## src/rtl/code_event_counter.sv

```systemverilog
// -----------------------------------------------------------------------------
// code_event_counter
//
// Watches the 2-bit output code of the sequence state machine and counts
// rising occurrences of each non-zero code (01, 10, 11) plus a running total.
// All four counters saturate at their maximum value, and each has a sticky
// saturation flag. A small IDLE/RUN/HOLD controller gates counting. A
// one-cycle-latency read port returns any counter.
//
// Parameters:
//   CNT_W     width of each counter and of rd_data (minimum 2)
//
// Ports:
//   clock     in   system clock, rising edge
//   reset     in   asynchronous active-high reset
//   in_code   in   [1:0] code sampled every clock
//   start     in   pulse: IDLE/HOLD -> RUN
//   stop      in   pulse: RUN -> HOLD
//   clear     in   synchronous clear of counters and saturation flags
//   rd_req    in   one-cycle read request
//   rd_sel    in   [1:0] 00 = total, 01/10/11 = counter for that code
//   rd_valid  out  high for one cycle, the cycle after rd_req
//   rd_data   out  [CNT_W-1:0] captured counter value, held between reads
//   running   out  high while the controller is in RUN
//   any_sat   out  OR of the four sticky saturation flags
// -----------------------------------------------------------------------------
module code_event_counter #(
   parameter int CNT_W = 8
) (
   input  logic             clock,
   input  logic             reset,
   input  logic [1:0]       in_code,
   input  logic             start,
   input  logic             stop,
   input  logic             clear,
   input  logic             rd_req,
   input  logic [1:0]       rd_sel,
   output logic             rd_valid,
   output logic [CNT_W-1:0] rd_data,
   output logic             running,
   output logic             any_sat
);

   typedef enum logic [1:0] {
      ST_IDLE = 2'b00,
      ST_RUN  = 2'b01,
      ST_HOLD = 2'b10
   } state_t;

   localparam logic [CNT_W-1:0] CNT_ZERO = {CNT_W{1'b0}};
   localparam logic [CNT_W-1:0] CNT_ONE  = {{(CNT_W-1){1'b0}}, 1'b1};
   localparam logic [CNT_W-1:0] CNT_MAX  = {CNT_W{1'b1}};

   // Index 0 of the counter array holds the total; indices 1..3 match the code.
   state_t           state_r;
   state_t           state_next_s;
   logic [1:0]       prev_code_r;
   logic [CNT_W-1:0] cnt_r      [4];
   logic [CNT_W-1:0] cnt_next_s [4];
   logic [3:0]       sat_r;
   logic [3:0]       sat_next_s;
   logic             event_s;
   logic             running_r;
   logic             any_sat_r;
   logic             rd_valid_r;
   logic [CNT_W-1:0] rd_data_r;

   // True when a counter can no longer increment.
   function automatic logic at_max(input logic [CNT_W-1:0] value);
      return (value == CNT_MAX);
   endfunction

   // Controller next state: each state reacts only to its own exit pulse.
   always_comb begin
      state_next_s = state_r;
      case (state_r)
         ST_IDLE: begin
            if (start) begin
               state_next_s = ST_RUN;
            end else begin
               state_next_s = ST_IDLE;
            end
         end
         ST_RUN: begin
            if (stop) begin
               state_next_s = ST_HOLD;
            end else begin
               state_next_s = ST_RUN;
            end
         end
         ST_HOLD: begin
            if (start) begin
               state_next_s = ST_RUN;
            end else begin
               state_next_s = ST_HOLD;
            end
         end
         default: begin
            state_next_s = ST_IDLE;
         end
      endcase
   end

   // Event detect: a new non-zero code that differs from last cycle's code.
   // A code already present when RUN is entered matches prev_code_r, so it
   // is not counted.
   always_comb begin
      event_s = 1'b0;
      if ((state_r == ST_RUN) && (in_code != 2'b00) && (in_code != prev_code_r)) begin
         event_s = 1'b1;
      end else begin
         event_s = 1'b0;
      end
   end

   // Counter and flag next values; clear wins over a same-cycle event.
   always_comb begin
      for (int i = 0; i < 4; i++) begin
         cnt_next_s[i] = cnt_r[i];
      end
      sat_next_s = sat_r;
      if (clear) begin
         for (int i = 0; i < 4; i++) begin
            cnt_next_s[i] = CNT_ZERO;
         end
         sat_next_s = 4'b0000;
      end else if (event_s) begin
         for (int i = 0; i < 4; i++) begin
            if ((i == 0) || (2'(i) == in_code)) begin
               if (at_max(cnt_r[i])) begin
                  sat_next_s[i] = 1'b1;
               end else begin
                  cnt_next_s[i] = cnt_r[i] + CNT_ONE;
               end
            end else begin
               cnt_next_s[i] = cnt_r[i];
            end
         end
      end else begin
         sat_next_s = sat_r;
      end
   end

   // Controller state, code history and the registered running flag.
   always_ff @(posedge clock or posedge reset) begin
      if (reset) begin
         state_r     <= ST_IDLE;
         prev_code_r <= 2'b00;
         running_r   <= 1'b0;
      end else begin
         state_r     <= state_next_s;
         prev_code_r <= in_code;
         running_r   <= (state_next_s == ST_RUN);
      end
   end

   // Counters, sticky saturation flags and their registered OR.
   always_ff @(posedge clock or posedge reset) begin
      if (reset) begin
         for (int i = 0; i < 4; i++) begin
            cnt_r[i] <= CNT_ZERO;
         end
         sat_r     <= 4'b0000;
         any_sat_r <= 1'b0;
      end else begin
         for (int i = 0; i < 4; i++) begin
            cnt_r[i] <= cnt_next_s[i];
         end
         sat_r     <= sat_next_s;
         any_sat_r <= |sat_next_s;
      end
   end

   // Read port: captures the pre-update counter value, so a read issued with
   // clear or with an event returns the value from before that edge.
   always_ff @(posedge clock or posedge reset) begin
      if (reset) begin
         rd_valid_r <= 1'b0;
         rd_data_r  <= CNT_ZERO;
      end else begin
         rd_valid_r <= rd_req;
         if (rd_req) begin
            rd_data_r <= cnt_r[rd_sel];
         end else begin
            rd_data_r <= rd_data_r;
         end
      end
   end

   assign rd_valid = rd_valid_r;
   assign rd_data  = rd_data_r;
   assign running  = running_r;
   assign any_sat  = any_sat_r;

endmodule

```

## config.mk

```make
export PLATFORM = sky130hd
export DESIGN_NAME = code_event_counter
export DESIGN_NICKNAME = d
export VERILOG_FILES = /design/src/rtl/code_event_counter.sv
export SDC_FILE = /design/constraint.sdc
export NUM_CORES = 1
export LEC_CHECK = 0
export CAP_MARGIN = 5
export CORE_AREA = 2 2 69 71
export CTS_BUF_LIST = sky130_fd_sc_hd__clkbuf_8
export DETAILED_ROUTE_END_ITERATION = 10
export DIE_AREA = 0 0 71 73
export PLACE_DENSITY = 0.81
export SLEW_MARGIN = 30
export SYNTH_ARGS = -nofsm -noshare
export SYNTH_HDL_FRONTEND = slang
export SYNTH_SLANG_ARGS = --single-unit
```

## constraint.sdc

```tcl
create_clock -name clock -period 3.15 [get_ports clock]
set_input_delay 0.4725 -clock clock [delete_from_list [all_inputs] [get_ports clock]]
set_output_delay 0.4725 -clock clock [all_outputs]
set_load 0.1 [all_outputs]
```

# Yosys cells after proc, flatten, opt, wreduce, memory -nomap -nowiden

Index checks and enable logic that the tools add are counted.

Register bits: 51
Bits of input ports: 10
Output and inout port bits: 11
Logic and storage cells: 71

Add/subtract/negate cells: 4
Magnitude comparators: 1
Eq/ne operators: 15
Muxes and demuxes: 26
Bitwise logic cells: 1
Reduce and logical (&&, ||, !) cells: 13

Operator list:

| kind                  | number |
|---|---|
| $mux W8               | 9 |
| $mux W32              | 2 |
| $add A8 B1 Y8 const B | 4 |
| $eq A8 B8 Y1 const B  | 4 |
| $bmux W8 S2           | 1 |
| $reduce_bool A2 Y1    | 5 |
| $mux W1               | 9 |
| $reduce_and A3 Y1     | 3 |
| $mux W4               | 2 |
| $ne A2 B2 Y1 const B  | 4 |
| $pmux W2 S3           | 1 |
| $eq A2 B1 Y1 const B  | 2 |
| $eq A2 B2 Y1 const A  | 2 |
| $mux W2               | 2 |
| $reduce_or A4 Y1      | 1 |
| $ge A3 B3 Y1 const B  | 1 |
| $not A2 Y3            | 1 |
| $eq A1 B2 Y1 const A  | 1 |
| $eq A2 B2 Y1 const B  | 1 |
| $logic_and A1 B1 Y1   | 2 |
| $logic_not A2 Y1      | 1 |
| $ne A2 B2 Y1          | 1 |
| $reduce_and A2 Y1     | 1 |

# Longest topological paths before layout

Depth in word-level cells: 7
Gate-level depth with buffers: 7
Mapped depth without buffers: 6

# Worst setup path before layout

Ideal clock, no wire load.

Path kind: input port to flip-flop
Start: input rd_sel[0]
End: register rd_data_r[3] (netlist: rd_data[3])
Setup time: 125 ps
Data arrival time: 1628 ps
Required time: 3025 ps
Path slack: 1397 ps
Cell stages on the path: 3
Buffers on the path: 1
Cells stage by stage: clkbuf_1 > mux4_2 > mux2_2

Cells in the longest elaborated chain, start to end: 4

Ends and longest elaborated chain:

| element                                     | line | text |
|---|---|---|
| start: declaration                          | 37   | `input logic [1:0] rd_sel,` |
| $not A2 Y3 (not written as such)            | 183  | `rd_data_r <= cnt_r[rd_sel];` |
| $bmux W8 S2                                 | 183  |  |
| $mux W8 (not written as such) (2 in series) | 183  |  |
| end signal: assignment                      | 183  |  |
| end signal: assignment                      | 185  | `rd_data_r <= rd_data_r;` |
| end: declaration                            | 66   | `logic [CNT_W-1:0] rd_data_r;` |

No other way between the ends. The select of a mux whose other input is x is not followed.
A chain may end at the register's enable or synchronous reset.

# Final worst setup path

Start: register rd_data_r[4] (netlist: rd_data[4])
End: output rd_data[4]

RTL lines:

| element          | line | text |
|---|---|---|
| end: declaration | 39   | `output logic [CNT_W-1:0] rd_data,` |

No word-level cell between the ends.

==> run_results.csv <==
group,metric,value,unit
global_routing,grt_pass1_wl,8720,um
worst_setup_path,required,2.68,ns
clock_network,cts_hold_repair.buffers,0,
worst_setup_path,timing.critical_path.slowest_cell_delay,1.13,ns
power_and_ir_drop,p_leak,0.00123,uW
floorplanning,die_h,73,um
layout,num-nets-final,267,
layout,area.growth.synth_to_final,11.7,%
floorplanning,dieArea,5180,um^2
timing,final.hold.worst_slack,0.463,ns
power_and_ir_drop,ir_worst_vdd,0.000251,V
clock_network,cts.repair_timing.setup_buffer_count,0,
clock_network,cts_tree,"done",
timing,final-max-slew-violation-count,0,
placed_design,routabilityCongestion,0.886,
worst_setup_path,worstPathBufferInverterCount,1,
clock_network,cts.path.max_buffers,2,
job,max_capacitance_violation_total,0,
timing,min_period_over_period,71.7,%
detailed_routing,drt-vias-per-instance,6.05,
detailed_routing,routedWlPerCell,16.7,um
run_status,outcome,"complete, no violations",
synthesis,synthFlopType,"sky130_fd_sc_hd__dfrtp_1",
floorplanning,die_w,71,um
power_and_ir_drop,report.power.total,1220,uW
worst_setup_path,start_kind,"flip-flop",
worst_setup_path,worst-path-max-fanout,2,
worst_setup_path,worstPathArrival,1.79,ns
synthesis,syn_avg_cell_area,11.4,um^2
detailed_routing,routed-via-count,1863,
clock_network,post_cts_resized,0,
clock_network,cts_max_level,2,
worst_setup_path,cp.depth,1,
placed_design,portBuffers,20,
global_routing,first_global_vias,1733,
synthesis,synth_fp_nets,246,
detailed_routing,detail_route.first_pass.iterations,4,
worst_setup_path,cp-startpoint,"rd_data[4]",
synthesis,netlist_instances,232,
layout,drive_above_1_share,20.1,%
timing,tightestPinTransition,0.962,ns
synthesis,synth-async-reset-ratio,100,%
worst_setup_path,crit-reg2reg-capture,"cnt_r[10]",
detailed_routing,postRouteWirelength,5140,um
synthesis,syn_area,2640,um^2
floorplanning,floorplan.rows,25,
clock_network,numCtsBuffers,5,
worst_setup_path,timing.rr.start,"cnt_r[8]",
worst_setup_path,critical_path.top_delay_family,"buffers and inverters",
layout,antenna_cells,0,
global_routing,antenna_found_initial,0,
worst_setup_path,critical_path_start_end_classification,"flip-flop to output pin",
timing,fin_crit,2.26,ns
detailed_routing,drt_iter0_markers,128,
global_routing,grt_remaining_overflow,0,
worst_setup_path,ff2ff_path_depth,6,
layout,instances_no_fill,308,
timing,finalHoldViolations,0,
clock_network,clk_pin_slew,0.09,ns
clock_network,clock_insertion_delay_worst_skew,0.30,ns
detailed_routing,antenna_violating_nets_post_route,0,
detailed_routing,drcViolationCount,0,
floorplanning,start_util,58.2,%
timing,setup-violations-final,0,
worst_setup_path,timing.critical_path.to_type,"output pin",
timing,rsz_0062_raised_after_global_routing,"no",
synthesis,ys_seq_elements,51,
global_routing,grt_start_max_net_pins,34,
clock_network,clock_sinks,51,
worst_hold_path,worstHoldPathType,"primary input to async pin",
synthesis,synth_sequential_area_ratio,48.3,%
synthesis,synth-edff-count,0,
power_and_ir_drop,power_per_cell_area,413,nW/um^2
clock_network,clock_tree.root_cell,"sky130_fd_sc_hd__clkbuf_8",
timing,slew-limit-headroom,35.6,%
worst_setup_path,worst_setup_endpoint,"rd_data[4]",
global_routing,groute.usage.overall,22.0,%
synthesis,netlist-cell-type-count,48,
placed_design,dp.final_hpwl,3820,um
placed_design,dpl.cell_count,300,
timing,final.setup_skew,0.00794,ns
worst_setup_path,critPathSlowestCell,"sky130_fd_sc_hd__clkdlybuf4s50_1",
timing,setup_total_negative_slack,0,ns
worst_setup_path,path_cells,"clkdlybuf4s50_1",
floorplanning,io_pins,21,
synthesis,synth_warnings,0,
timing,maxClockFrequency,443,MHz
floorplanning,core-area,4540,um^2
worst_setup_path,timing.reg2reg.setup_slack,1.21,ns
## layout by cell type (no fill, tap or decap), types with 5 or more instances in the layout
master / n
sky130_fd_sc_hd__mux4_2: 8
sky130_fd_sc_hd__nand2_1: 12
sky130_fd_sc_hd__nand2b_1: 5
sky130_fd_sc_hd__nor2_1: 33
sky130_fd_sc_hd__dfrtp_1: 51
sky130_fd_sc_hd__clkbuf_8: 5
sky130_fd_sc_hd__buf_4: 10
sky130_fd_sc_hd__xnor2_1: 12
sky130_fd_sc_hd__xor2_1: 7
sky130_fd_sc_hd__mux2_2: 10
sky130_fd_sc_hd__clkdlybuf4s50_1: 12
sky130_fd_sc_hd__o21ai_0: 6
sky130_fd_sc_hd__or3_1: 5
sky130_fd_sc_hd__nor3_1: 5
sky130_fd_sc_hd__nand3_1: 9
sky130_fd_sc_hd__a21oi_1: 8
## Yosys cell counts, drive strengths merged (2+ instances only)
master	instances	share of area, %
nor3	5	0.95
nand2b	5	1.2
and4	4	1.3
xnor2	12	4.0
a31oi	2	0.47
or3	6	1.6
mux4	8	6.8
nand4	4	1.2
a41oi	2	0.66
nor2	34	4.9
inv	3	0.43
buf	3	0.71
a21oi	10	2.5
nand4b	2	1.2
nand2	12	1.7
nor4	4	1.2
dfrtp	51	48
nand3b	2	0.85
and3	2	0.47
mux2i	4	1.5
nand3	9	1.7
a311oi	2	0.66
xor2	7	2.3
nor2b	2	0.47
mux2	10	4.3
ha	4	1.9
clkbuf	5	0.71
o21ai	7	1.5
## cell families after synthesis
logic type	Yosys count	share of synthesized area (%)
DFF	51	48.3
adders and majority gates	4	1.90
muxes	22	12.6
and+or+nand+nor	95	20.3
AOI/OAI and AO/OA	30	8.72
buffers and inverters	11	1.85
xor gates and xnor gates	19	6.30
## routing by layer
| layer | GRT usage [%] | up-vias | routed length [um] |
|---|---|---|---|
| met3 | 4.83 | 11 | 212 |
| li1 | - | 884 | - |
| met4 | 8.60 | 0 | 110 |
| met2 | 34.4 | 50 | 2460 |
| met5 | 0 | - | 0 |
| met1 | 30.3 | 918 | 2350 |
## worst register-to-register path: cells and delay by family (launching register included)
family                   cells  cell delay [ns]
AO/OA/AOI/OAI                1             0.53
flip-flops                   1             0.44
adder cells (fa/ha/maj)      1             0.27
XOR/XNOR                     1             0.16
AND/OR/NAND/NOR              3             0.41
## registers in the layout, summed over array words and instances (netlist names)
| register | count |
|---|---|
| any_sat | 1 |
| cnt_r | 32 |
| prev_code_r | 2 |
| rd_data | 8 |
| rd_valid | 1 |
| running | 1 |
| sat_r | 4 |
| state_r | 2 |
## where the power goes
group          internal [uW]  switching, uW  leakage [uW]
Clock                    153            214     0.0000477
Combinational           58.0            104      0.000487
Sequential               670           20.6      0.000699
Total                    881            338       0.00123
## cell type report
class                           instances  area [um^2]
Fill cell                             357         1590
Multi-Input combinational cell        170         1320
Inverter                                3         11.3
Tap cell                               54         67.6
Sequential cell                        51         1280
Clock inverter                          3         15.0
Timing Repair Buffer                   22          195
Clock buffer                            5         68.8
## worst min-delay path by stage
stage | to | slack (ns) | start
after CTS | cnt_r[31] | 0.47 | reset
after global routing | cnt_r[31] | 0.49 | reset
after detailed placement | sat_r[3] | 0.49 | sat_r[3]
after floorplan | sat_r[2] | 0.45 | sat_r[2]
final | cnt_r[31] | 0.46 | reset
after global placement | sat_r[2] | 0.47 | sat_r[2]
## metrics by stage
step / area [um^2] / setup WS (ns) / utilization (%)
floorplan: 2640 / 1.40 / -
global placement: 2870 / 0.837 / 63.2
detailed placement: 2870 / 0.795 / 63.2
CTS: 2950 / 0.877 / 65.0
global route: 2950 / 0.843 / 65.0
finish: 2950 / 0.891 / 65.0
Power figures use the tool's default switching activity.
